===== src/rtl/fwd_pkg.sv =====
// Shared constants, select-width helper and hazard-cause type for the
// forwarding / hazard scoreboard.
package fwd_pkg;

  localparam int SEL_RF = 0;

  function automatic int sel_w(input int num_fwd);
    return $clog2(num_fwd + 2);
  endfunction

  typedef enum logic [1:0] {
    NONE     = 2'd0,
    LOAD_USE = 2'd1,
    PENDING  = 2'd2,
    WAW      = 2'd3
  } hazard_e;

endpackage


===== src/rtl/fwd_src_select.sv =====
// Per-source operand select: youngest matching forwarding stage, then the
// completion bus, then the register file; flags load-use and pending hazards.
module fwd_src_select
  import fwd_pkg::*;
#(
  parameter int ADDR_W  = 5,
  parameter int NUM_FWD = 2,
  parameter int SEL_W   = sel_w(NUM_FWD)
) (
  input  logic [ADDR_W-1:0]              rs,
  input  logic                           rs_used,
  input  logic [NUM_FWD-1:0][ADDR_W-1:0] stg_rd,
  input  logic [NUM_FWD-1:0]             stg_regwrite,
  input  logic [NUM_FWD-1:0]             stg_ready,
  input  logic                           cpl_valid,
  input  logic [ADDR_W-1:0]              cpl_rd,
  input  logic                           rs_pending,
  output logic [SEL_W-1:0]               sel,
  output logic                           hazard
);

  logic hit;

  always_comb begin
    sel    = SEL_W'(SEL_RF);
    hazard = 1'b0;
    hit    = 1'b0;
    if (rs_used && rs != '0) begin
      // Scan oldest to youngest so the lowest matching stage is the last writer.
      for (int k = NUM_FWD - 1; k >= 0; k--) begin
        if (stg_regwrite[k] && stg_rd[k] == rs) begin
          hit    = 1'b1;
          hazard = ~stg_ready[k];
          sel    = stg_ready[k] ? SEL_W'(k + 1) : SEL_W'(SEL_RF);
        end
      end
      if (!hit) begin
        if (cpl_valid && cpl_rd == rs) begin
          sel = SEL_W'(NUM_FWD + 1);
        end else if (rs_pending) begin
          hazard = 1'b1;
        end
      end
    end
  end

endmodule


===== src/rtl/fwd_hazard_scoreboard.sv =====
// Decode-stage forwarding and hazard unit with a long-latency write scoreboard.
// Optional stall-cycle counter enabled by defining FWD_STALL_CNT_EN.
module fwd_hazard_scoreboard
  import fwd_pkg::*;
#(
  parameter int ADDR_W  = 5,
  parameter int NUM_FWD = 2,
  parameter int NUM_SRC = 2,
  parameter int CNT_W   = 32,
  localparam int SEL_W  = sel_w(NUM_FWD),
  localparam int NREG   = 2 ** ADDR_W
) (
  input  logic                           clk,
  input  logic                           rst_n,
  input  logic                           id_valid,
  input  logic [NUM_SRC-1:0][ADDR_W-1:0] id_rs,
  input  logic [NUM_SRC-1:0]             id_rs_used,
  input  logic [ADDR_W-1:0]              id_rd,
  input  logic                           id_regwrite,
  input  logic                           id_long,
  input  logic                           flush,
  input  logic [NUM_FWD-1:0][ADDR_W-1:0] stg_rd,
  input  logic [NUM_FWD-1:0]             stg_regwrite,
  input  logic [NUM_FWD-1:0]             stg_ready,
  input  logic                           cpl_valid,
  input  logic [ADDR_W-1:0]              cpl_rd,
  input  logic                           perf_clr,
  output logic [NUM_SRC-1:0][SEL_W-1:0]  fwd_sel,
  output logic                           stall,
  output logic [NREG-1:0]                pending,
  output logic [CNT_W-1:0]               stall_cnt
);

  logic [NREG-1:0]    pending_q, pending_d;
  logic [NREG-1:0]    eff_pending;
  logic [NUM_SRC-1:0] src_hazard;
  logic               waw_hazard;
  logic               issue;

  // A completion landing this cycle already satisfies readers of its register.
  always_comb begin
    eff_pending = pending_q;
    if (cpl_valid) eff_pending[cpl_rd] = 1'b0;
  end

  for (genvar s = 0; s < NUM_SRC; s++) begin : g_src
    fwd_src_select #(
      .ADDR_W  (ADDR_W),
      .NUM_FWD (NUM_FWD),
      .SEL_W   (SEL_W)
    ) u_sel (
      .rs           (id_rs[s]),
      .rs_used      (id_rs_used[s]),
      .stg_rd       (stg_rd),
      .stg_regwrite (stg_regwrite),
      .stg_ready    (stg_ready),
      .cpl_valid    (cpl_valid),
      .cpl_rd       (cpl_rd),
      .rs_pending   (eff_pending[id_rs[s]]),
      .sel          (fwd_sel[s]),
      .hazard       (src_hazard[s])
    );
  end

  assign waw_hazard = id_regwrite && (id_rd != '0) && eff_pending[id_rd];
  assign stall      = id_valid && !flush && (|src_hazard || waw_hazard);
  assign issue      = id_valid && !flush && !stall && id_long && id_regwrite && (id_rd != '0);

  // Set is applied after clear so a new issue owns a register completing now.
  always_comb begin
    pending_d = pending_q;
    if (cpl_valid) pending_d[cpl_rd] = 1'b0;
    if (issue)     pending_d[id_rd]  = 1'b1;
    pending_d[0] = 1'b0;
  end

  always_ff @(posedge clk or negedge rst_n) begin
    if (!rst_n) pending_q <= '0;
    else        pending_q <= pending_d;
  end

  assign pending = pending_q;

`ifdef FWD_STALL_CNT_EN
  logic [CNT_W-1:0] stall_cnt_q, stall_cnt_d;

  always_comb begin
    stall_cnt_d = stall_cnt_q;
    if (perf_clr)                         stall_cnt_d = '0;
    else if (stall && stall_cnt_q != '1)  stall_cnt_d = stall_cnt_q + 1'b1;
  end

  always_ff @(posedge clk or negedge rst_n) begin
    if (!rst_n) stall_cnt_q <= '0;
    else        stall_cnt_q <= stall_cnt_d;
  end

  assign stall_cnt = stall_cnt_q;
`else
  logic unused_perf_clr;
  assign unused_perf_clr = perf_clr;
  assign stall_cnt       = '0;
`endif

endmodule


===== config.mk =====
export PLATFORM = sky130hd
export DESIGN_NAME = fwd_hazard_scoreboard
export DESIGN_NICKNAME = d
export VERILOG_FILES = /design/src/rtl/fwd_pkg.sv /design/src/rtl/fwd_src_select.sv /design/src/rtl/fwd_hazard_scoreboard.sv
export SDC_FILE = /design/constraint.sdc
export NUM_CORES = 1
export LEC_CHECK = 0
export BUFFER_PORTS_ARGS = -buffer_cell sky130_fd_sc_hd__buf_4
export CAP_MARGIN = 20
export CORE_MARGIN = 4
export CORE_UTILIZATION = 51
export CTS_CLUSTER_SIZE = 12
export DETAILED_ROUTE_END_ITERATION = 8
export PLACE_DENSITY = 0.93
export SYNTH_ARGS = -nofsm -noshare
export SYNTH_HDL_FRONTEND = slang
export SYNTH_SLANG_ARGS = --single-unit

===== constraint.sdc =====
create_clock -name clk -period 3.6 [get_ports clk]
set_input_delay 0.54 -clock clk [delete_from_list [all_inputs] [get_ports clk]]
set_output_delay 0.54 -clock clk [all_outputs]
set_load 0.03 [all_outputs]

==> impl_metrics.py, run 1 <==
metrics = {
    "final_layout": {
        "largest_register_ffs": 31,
        "nets": 519,
        "antennaDiodeCount": 0,
        "final_common_cell": "buf_4",
        "seqCellArea_um2": 776,
        "fill_cells": 546,
        "syn2layout_area_growth_pct": 21.0,
        "post-route-util": 0.645,
        "multi_input_area_um2": 2150,
        "drive_gt1_frac": 0.269,
        "final_cell_mix": "98 x buf_4, 58 x o21ai_0, 33 x conb_1, 31 x dfrtp_1, 26 x nor2_1",
    },
    "power_and_ir_drop": {
        "p_int_mw": 0.660,
        "power.leakage_nw": 1.73,
        "ir_worst_vdd_mv": 0.263,
        "comb_power_share": 0.389,
        "seqPwrFrac": 0.355,
        "power_mw": 1.07,
        "p_clk_frac": 0.256,
        "power_switching_mw": 0.413,
        "p_per_area_nw_per_um2": 278,
        "swShare": 0.385,
    },
    "setup_path": {
        "crit_slowest_cell": "o21ai_0",
        "crit_path_start_kind": "primary input",
        "path_class": "primary input to primary output",
        "path_cells": "buf_4, nand4b_1, o21ai_0, mux2i_1, o311ai_0, o22ai_1, a22oi_4, nand3_1, and2_1, buf_4",
        "r2r-end": "pending[20]",
        "cp.depth": 10,
        "critPathCapture": "stall",
        "cp_data_arrival_time_ps": 3010,
        "cp_max_fo": 10,
        "path_buf_inv": 2,
        "worstRegToRegCells": 8,
        "max_stage_delay_ps": 530,
        "critical-path-top-delay-family": "compound AO/OA/AOI/OAI gates",
        "path_common_cell": "buf_4",
        "cp-end-kind": "primary output",
        "reg2reg_slack_ps": 1140,
        "reg2reg_from": "pending[11]",
        "worstSetupStartpoint": "cpl_rd[2]",
        "crit_required_ps": 3060,
    },
    "routing": {
        "dr.first_iter.drc_count": 324,
        "drcViolationCount": 0,
        "first_pass_iters": 5,
        "via_per_inst": 6.51,
        "drtAntennaViolNets": 0,
        "vias": 3583,
        "routed_wl_mm": 11.3,
        "wl_per_cell_um": 20.5,
    },
    "synth": {
        "ys_warn_count": 0,
        "yosys.area.top_type_share": 0.243,
        "synth_cell_type_count": 58,
        "synth_top_area_cell": "dfrtp_1",
        "syn_avg_cell_area_um2": 8.02,
        "ys_seq_area_frac": 0.243,
        "synth_flop_cell": "dfrtp_1",
        "synth-seq-cells": 31,
        "yosys-top-cells-area": "dfrtp_1 24%, o21ai_0 9.1%, buf_4 7.8%, xor2_1 6.6%, mux2i_1 3.1%",
        "synthCells": 398,
        "syn-cell-area_um2": 3190,
        "synth-edff-count": 0,
        "synthArstFlopShare": 1.00,
    },
    "clock_tree": {
        "htree_levels": 2,
        "path_clk_slew_ps": 60,
        "cts_buffers": 5,
        "clock-sinks": 31,
        "postCtsSetupBuffers": 0,
        "clockBufferDepth": 2,
        "tritoncts": "yes",
        "cts_hold_buf": 0,
        "cts_root_buf": "clkbuf_8",
        "clkLatencyLatePin_ps": 290,
        "post_cts_resized": 0,
    },
    "die": {
        "io_pins": 113,
        "fp.dieH_um": 87.1,
        "die_area_um2": 7590,
        "start_util": 0.533,
        "num_rows": 28,
        "die_w_um": 87.1,
        "coreArea_um2": 5990,
    },
    "hold_path": {
        "hold_path.class": "primary input to asynchronous set/reset pin",
    },
    "global_route": {
        "grt_util_met1": 0.380,
        "grt_pass1_vias": 3437,
        "use_met2": 0.458,
        "antenna_found_initial": 0,
        "track_usage": 0.292,
        "use_met3": 0.0577,
        "busiest_layer": "met2",
        "grt_start_max_net_pins": 32,
        "grt_pass1_wl_mm": 17.2,
        "overflow": 0,
    },
    "timing": {
        "hold_violations": 0,
        "finClkSkew_ps": 5.56,
        "tightestPinTransition_ps": 637,
        "maxSlewHeadroom": 0.571,
        "fmaxAchievable_mhz": 282,
        "rsz0062_at_grt": "false",
        "fin_crit_sh": 0.986,
        "setup_viol": 0,
        "slew_violations": 0,
        "fin_setup_tns_ps": 0,
        "min_period_ps": 3550,
    },
    "run_status": {
        "status": "completed",
    },
    "place": {
        "dp_hpwl_mm": 8.66,
        "portBuffers": 78,
        "gp_congestion": 0.924,
    },
    "flow_run": {
        "maxCapViolations": 0,
    },
}
power groups by stage:
stage	registers (mW)	logic [mW]	clock network [mW]
6_report	0.381	0.418	0.275
3_5_place_dp	0.387	0.408	0
4_1_cts	0.380	0.410	0.280
5_1_grt	0.382	0.444	0.297
2_1_floorplan	0.420	0.250	0
3_3_place_gp	0.386	0.399	0
how the worst min path moves through the flow:
stage               startpoint          end  slack (ps)  depth (start not counted)
finish                   rst_n   pending[5]         180                          1
global route             rst_n   pending[4]         210                          1
CTS                      rst_n   pending[7]         190                          1
detailed placement       rst_n   pending[7]         500                          1
global placement         rst_n   pending[7]         480                          1
floorplan                rst_n  pending[10]         240                          0
worst register-to-register path, cell delays in order, from the launching register on:
cell and delay (ps):
dfrtp_1 390, o21ai_0 200, mux2i_1 160, o311ai_0 410
o22ai_1 240, a22oi_4 190, buf_4 180, nand4_2 240
o21ai_0 340
cell families after synthesis:
kind of cell | Yosys count | share of synthesized area
AOI/OAI and AO/OA | 131 | 0.275
xor gates and xnor gates | 30 | 0.0824
buffers and inverters | 65 | 0.121
DFF | 31 | 0.243
muxes | 14 | 0.0455
other | 1 | 0.00118
and+or+nand+nor | 126 | 0.233
final cells by class:
class,instances,area share
clock buffers,6,0.0214
well taps,75,0.0243
inverters,5,0.00486
repair buffers,98,0.191
clock inverters,1,0.00130
multi-input cells,334,0.557
flip-flops and latches,31,0.201
per-stage QoR:
step                hold slack (ps)  instance area (um2)  setup WS [ps]  cells
floorplan                       244                 3310            571    430
global placement                485                 3770            247    543
detailed placement              497                 3770            207    543
CTS                             187                 3860            191    550
global route                    206                 3860           43.6    550
finish                          180                 3860           52.2    550
Yosys cell counts, drive strengths merged, types with 2 or more instances:
master,count
a211oi,4
a21oi,6
a221oi,4
a22oi,6
a32oi,5
and2,2
and3,7
buf,43
clkbuf,17
dfrtp,31
inv,5
mux2,4
mux2i,10
nand2,16
nand2b,12
nand3,5
nand4,9
nand4b,7
nand4bb,3
nor2,26
nor2b,8
nor3,13
nor4,8
o2111ai,2
o211ai,11
o21ai,64
o21bai,2
o221ai,2
o22ai,7
o311ai,2
o31ai,9
or2,4
or3b,2
xnor2,6
xor2,24
routing by layer:
layer,up-vias,part of all wire
met1,1678,0.38
li1,1578,-
met3,38,0.12
met4,0,0.036
met5,-,0
met2,289,0.46
No activity file was read; power rests on OpenSTA's default activity.
==> run 2, diff against run 1 <==
--- a/config.mk
+++ b/config.mk
@@ -8,10 +8,10 @@
 export BUFFER_PORTS_ARGS = -buffer_cell sky130_fd_sc_hd__buf_4
 export CAP_MARGIN = 20
 export CORE_MARGIN = 4
-export CORE_UTILIZATION = 51
+export CORE_UTILIZATION = 45
 export CTS_CLUSTER_SIZE = 12
 export DETAILED_ROUTE_END_ITERATION = 8
-export PLACE_DENSITY = 0.93
+export PLACE_DENSITY = 0.84
 export SYNTH_ARGS = -nofsm -noshare
 export SYNTH_HDL_FRONTEND = slang
 export SYNTH_SLANG_ARGS = --single-unit
==> run 2 against run 1 <==
Hold slack got worse by 8.2 ps. Worst setup slack improved by 68 ps. Wire length increased by 1.4%. Critical path depth unchanged. Sequential cell count unchanged. Core utilization decreased by 6.4 points. Register-to-register slack improved by 120 ps. Clock skew increased by 6.8 ps. Total power increased by 8.7%. Sequential power about the same. Critical path type unchanged. Largest cell class unchanged. Highest routed layer unchanged.
==> impl_metrics.py, run 2 (synthesized netlist as in run 1, its figures left out) <==
metrics = {
    "setup_path": {
        "max_stage_delay_ps": 430,
        "path_cells": "buf_4, xor2_1, nor4_1, and3_1, mux2_2, o22ai_1, a21oi_1, nand3_1, and2_1, buf_4",
        "crit_path_start_kind": "primary input",
        "path_common_cell": "buf_4",
        "r2r-end": "pending[9]",
        "worstRegToRegCells": 8,
        "cp_max_fo": 15,
        "reg2reg_from": "pending[11]",
        "path_buf_inv": 2,
        "reg2reg_slack_ps": 1260,
        "worstSetupStartpoint": "id_rs[2]",
        "cp-end-kind": "primary output",
        "crit_required_ps": 3060,
        "critical-path-top-delay-family": "simple AND/OR/NAND/NOR gates",
        "path_class": "primary input to primary output",
        "crit_slowest_cell": "o22ai_1",
        "cp_data_arrival_time_ps": 2940,
    },
    "power_and_ir_drop": {
        "power.leakage_nw": 1.77,
        "ir_worst_vdd_mv": 0.287,
        "comb_power_share": 0.364,
        "power_switching_mw": 0.427,
        "swShare": 0.366,
        "seqPwrFrac": 0.326,
        "p_int_mw": 0.739,
        "p_per_area_nw_per_um2": 294,
        "p_clk_frac": 0.310,
    },
    "clock_tree": {
        "clock-sinks": 31,
        "path_clk_slew_ps": 70,
        "cts_hold_buf": 0,
        "post_cts_resized": 0,
        "htree_levels": 2,
        "cts_buffers": 5,
        "postCtsSetupBuffers": 0,
        "cts_root_buf": "clkbuf_8",
        "clockBufferDepth": 2,
        "clkLatencyLatePin_ps": 290,
        "tritoncts": "yes",
    },
    "final_layout": {
        "final_cell_mix": "104 x buf_4, 57 x o21ai_0, 33 x conb_1, 31 x dfrtp_1, 26 x nor2_1",
        "largest_register_ffs": 31,
        "nets": 525,
        "antennaDiodeCount": 0,
        "fill_cells": 653,
        "final_common_cell": "buf_4",
        "syn2layout_area_growth_pct": 24.4,
        "drive_gt1_frac": 0.282,
    },
    "routing": {
        "vias": 3592,
        "wl_per_cell_um": 19.8,
        "dr.first_iter.drc_count": 393,
        "first_pass_iters": 5,
        "drcViolationCount": 0,
        "via_per_inst": 6.21,
        "routed_wl_mm": 11.4,
        "drtAntennaViolNets": 0,
    },
    "flow_run": {
        "maxCapViolations": 0,
    },
    "die": {
        "num_rows": 30,
        "die_area_um2": 8500,
        "io_pins": 113,
        "fp.dieH_um": 92.2,
        "die_w_um": 92.2,
        "start_util": 0.467,
        "coreArea_um2": 6830,
    },
    "timing": {
        "finClkSkew_ps": 12.4,
        "maxSlewHeadroom": 0.540,
        "fin_ws_ps": 120,
        "fmaxAchievable_mhz": 287,
        "setup_viol": 0,
        "rsz0062_at_grt": "false",
        "fin_setup_tns_ps": 0,
        "min_period_ps": 3480,
        "slew_violations": 0,
        "tightestPinTransition_ps": 684,
        "hold_violations": 0,
        "fin_crit_sh": 0.967,
    },
    "global_route": {
        "track_usage": 0.262,
        "overflow": 0,
        "grt_util_met1": 0.348,
        "busiest_layer": "met2",
        "grt_pass1_wl_mm": 17.7,
        "grt_pass1_vias": 3390,
        "use_met2": 0.415,
        "antenna_found_initial": 0,
        "grt_start_max_net_pins": 32,
        "use_met3": 0.0541,
    },
    "place": {
        "portBuffers": 78,
        "pre_cts_slack_ps": 194,
        "gp_congestion": 0.955,
        "dp_hpwl_mm": 8.86,
    },
    "hold_path": {
        "hold_path.class": "primary input to asynchronous set/reset pin",
    },
    "run_status": {
        "status": "completed",
    },
}
-- run 2: cell types whose count changed in the layout (fill, tap and decap cells not counted) --
cell	previous run	this run
o21ai_1	4	5
buf_4	98	104
bufinv_16	0	1
o21ai_0	58	57
nand4bb_2	0	1
nand4bb_1	3	2
-- run 2: routing by layer --
metal	up-vias	part of all wire
met3	27	0.10
met2	268	0.46
met5	-	0
met4	0	0.027
met1	1705	0.41
li1	1592	-
-- run 2: worst max-delay path by stage --
stage | slack [ps] | cells after the start | end
final | 120 | 10 | stall
after floorplan | 570 | 9 | stall
after detailed placement | 190 | 10 | stall
after global placement | 210 | 10 | stall
after global routing | 0.7 | 11 | stall
after CTS | 200 | 10 | stall
-- run 2: power groups by stage --
| stage | Sequential, mW | Combinational (mW) | Clock [mW] |
|---|---|---|---|
| after floorplan | 0.420 | 0.250 | 0 |
| after detailed placement | 0.386 | 0.415 | 0 |
| final | 0.380 | 0.424 | 0.362 |
| after global placement | 0.386 | 0.408 | 0 |
| after CTS | 0.379 | 0.417 | 0.364 |
| after global routing | 0.382 | 0.452 | 0.384 |
-- run 2: layout make-up --
type | instances | area, um2 | area share
clock buffers | 6 | 82.6 | 0.0208
inverters | 5 | 18.8 | 0.00473
flip-flops and latches | 31 | 776 | 0.196
multi-input cells | 334 | 2150 | 0.543
clock inverters | 2 | 35.0 | 0.00883
repair buffers | 104 | 781 | 0.197
well taps | 96 | 120 | 0.0303
-- run 2: metrics by stage --
| step | cells | power [mW] | instance area (um2) | util | hold WS (ps) |
|---|---|---|---|---|---|
| 2_1_floorplan | 430 | 0.670 | 3310 | - | 244 |
| 3_3_place_gp | 570 | 0.794 | 3840 | 0.563 | 490 |
| 3_5_place_dp | 570 | 0.801 | 3840 | 0.563 | 499 |
| 4_1_cts | 578 | 1.16 | 3960 | 0.580 | 186 |
| 5_1_grt | 578 | 1.22 | 3970 | 0.581 | 203 |
| 6_report | 578 | 1.17 | 3970 | 0.581 | 171 |
==> run 3, diff against run 2 <==
--- a/config.mk
+++ b/config.mk
@@ -12,6 +12,7 @@
 export CTS_CLUSTER_SIZE = 12
 export DETAILED_ROUTE_END_ITERATION = 8
 export PLACE_DENSITY = 0.84
+export REMOVE_ABC_BUFFERS = 1
 export SYNTH_ARGS = -nofsm -noshare
 export SYNTH_HDL_FRONTEND = slang
 export SYNTH_SLANG_ARGS = --single-unit
==> run 3 against run 2 <==
Sequential power barely moved. Clock-buffer cell count fell by 1. Register-to-register slack gained 30 ps. Global-route usage increased by 0.25 points. Cell count decreased by 0.17%.
==> impl_metrics.py, run 3 (synthesized netlist as in run 1, its figures left out) <==
metrics = {
    "clock_tree": {
        "htree_levels": 2,
        "clkLatencyLatePin_ps": 290,
        "tritoncts": "yes",
        "cts_buffers": 5,
        "clockBufferDepth": 2,
        "cts_root_buf": "clkbuf_8",
        "path_clk_slew_ps": 70,
        "clock-sinks": 31,
        "postCtsSetupBuffers": 0,
    },
    "final_layout": {
        "drive_gt1_frac": 0.279,
        "nets": 524,
        "fill_cells": 639,
        "final_common_cell": "buf_4",
        "post-route-util": 0.582,
        "final_cell_mix": "103 x buf_4, 54 x o21ai_0, 33 x conb_1, 31 x dfrtp_1, 26 x nor2_1",
        "finalNonFillerCells": 577,
        "stdcell_area_um2": 3970,
        "syn2layout_area_growth_pct": 24.5,
        "antennaDiodeCount": 0,
        "largest_register_ffs": 31,
    },
    "power_and_ir_drop": {
        "ir_worst_vdd_mv": 0.193,
        "power_mw": 1.22,
        "power.leakage_nw": 1.76,
        "p_per_area_nw_per_um2": 308,
    },
    "timing": {
        "finClkSkew_ps": 3.61,
        "fmaxAchievable_mhz": 285,
        "fin_setup_tns_ps": 0,
        "rsz0062_at_grt": "false",
        "hold_violations": 0,
        "fin_crit_sh": 0.974,
        "tightestPinTransition_ps": 687,
        "setup_viol": 0,
        "slew_violations": 0,
        "maxSlewHeadroom": 0.538,
        "min_period_ps": 3510,
    },
    "die": {
        "die_w_um": 92.2,
        "num_rows": 30,
        "fp.dieH_um": 92.2,
        "io_pins": 113,
        "die_area_um2": 8500,
        "coreArea_um2": 6830,
        "start_util": 0.467,
    },
    "setup_path": {
        "crit_path_start_kind": "primary input",
        "path_cells": "buf_4, nand4bb_1, o21ai_0, buf_4, inv_1, a221oi_2, nor4_1, o211ai_4, nand3_1, and2_1, buf_4",
        "critical-path-top-delay-family": "compound AO/OA/AOI/OAI gates",
        "crit_required_ps": 3060,
        "path_buf_inv": 4,
        "worstSetupStartpoint": "cpl_rd[2]",
        "crit_slowest_cell": "o21ai_0",
        "reg2reg_from": "pending[1]",
        "path_class": "primary input to primary output",
        "path_common_cell": "buf_4",
        "max_stage_delay_ps": 410,
        "cp_max_fo": 10,
        "cp_data_arrival_time_ps": 2970,
        "cp-end-kind": "primary output",
    },
    "routing": {
        "first_pass_iters": 5,
        "via_per_inst": 6.28,
        "wl_per_cell_um": 19.9,
        "dr.first_iter.drc_count": 423,
        "routed_wl_mm": 11.5,
        "drtAntennaViolNets": 0,
        "vias": 3624,
        "drcViolationCount": 0,
    },
    "run_status": {
        "status": "completed",
    },
    "place": {
        "dp_hpwl_mm": 8.69,
        "placed_cell_area_um2": 3840,
        "portBuffers": 78,
        "gp_congestion": 1.02,
        "numPlacedInstances": 569,
    },
    "global_route": {
        "grt_pass1_vias": 3443,
        "antenna_found_initial": 0,
        "overflow": 0,
        "grt_start_max_net_pins": 32,
        "grt_pass1_wl_mm": 18.0,
        "track_usage": 0.264,
    },
    "hold_path": {
        "hold_path.class": "primary input to asynchronous set/reset pin",
    },
    "flow_run": {
        "maxCapViolations": 0,
    },
}
run 3: path summary, 6_finish.rpt:
check	depth (start not counted)	slack, ps	endpoint
setup / recovery	11	90	stall
hold / removal	1	170	pending[3]
setup reg to reg	8	1290	pending[30]
hold reg to reg	2	560	pending[23]
max in group asynchronous	1	3130	pending[9]
min in group clk	2	560	pending[23]
run 3: stage by stage:
stage               setup WS, ps  hold slack (ps)
floorplan                    694              244
global placement             219              477
detailed placement           180              491
CTS                          183              185
global route                2.77              199
finish                      92.0              167
run 3: layout make-up:
cell class                      count  area [um2]  share of cell area
Clock buffer                        5        68.8              0.0173
Clock inverter                      3        67.6              0.0170
Inverter                            5        18.8             0.00472
Multi-Input combinational cell    334        2150               0.541
Sequential cell                    31         776               0.195
Tap cell                           96         120              0.0302
Timing Repair Buffer              103         773               0.195
run 3: report_power, final:
group / switching (mW) / internal [mW] / total (mW)
Sequential: 0.0128 / 0.367 / 0.379
Clock: 0.143 / 0.276 / 0.419
Combinational: 0.276 / 0.147 / 0.424
Total: 0.432 / 0.790 / 1.22
run 3: what timing repair did:
item,CTS,global route
endpoints found under the setup margin,0,1
hold buffers,0,0
resized for setup,0,4
run 3: routing by layer:
layer / track usage / wire (um) / up-vias
met5: 0 / 0 / -
met2: 0.444 / 5280 / 282
met1: 0.335 / 4500 / 1707
met3: 0.0615 / 1420 / 41
met4: 0.0829 / 278 / 0
li1: - / - / 1594
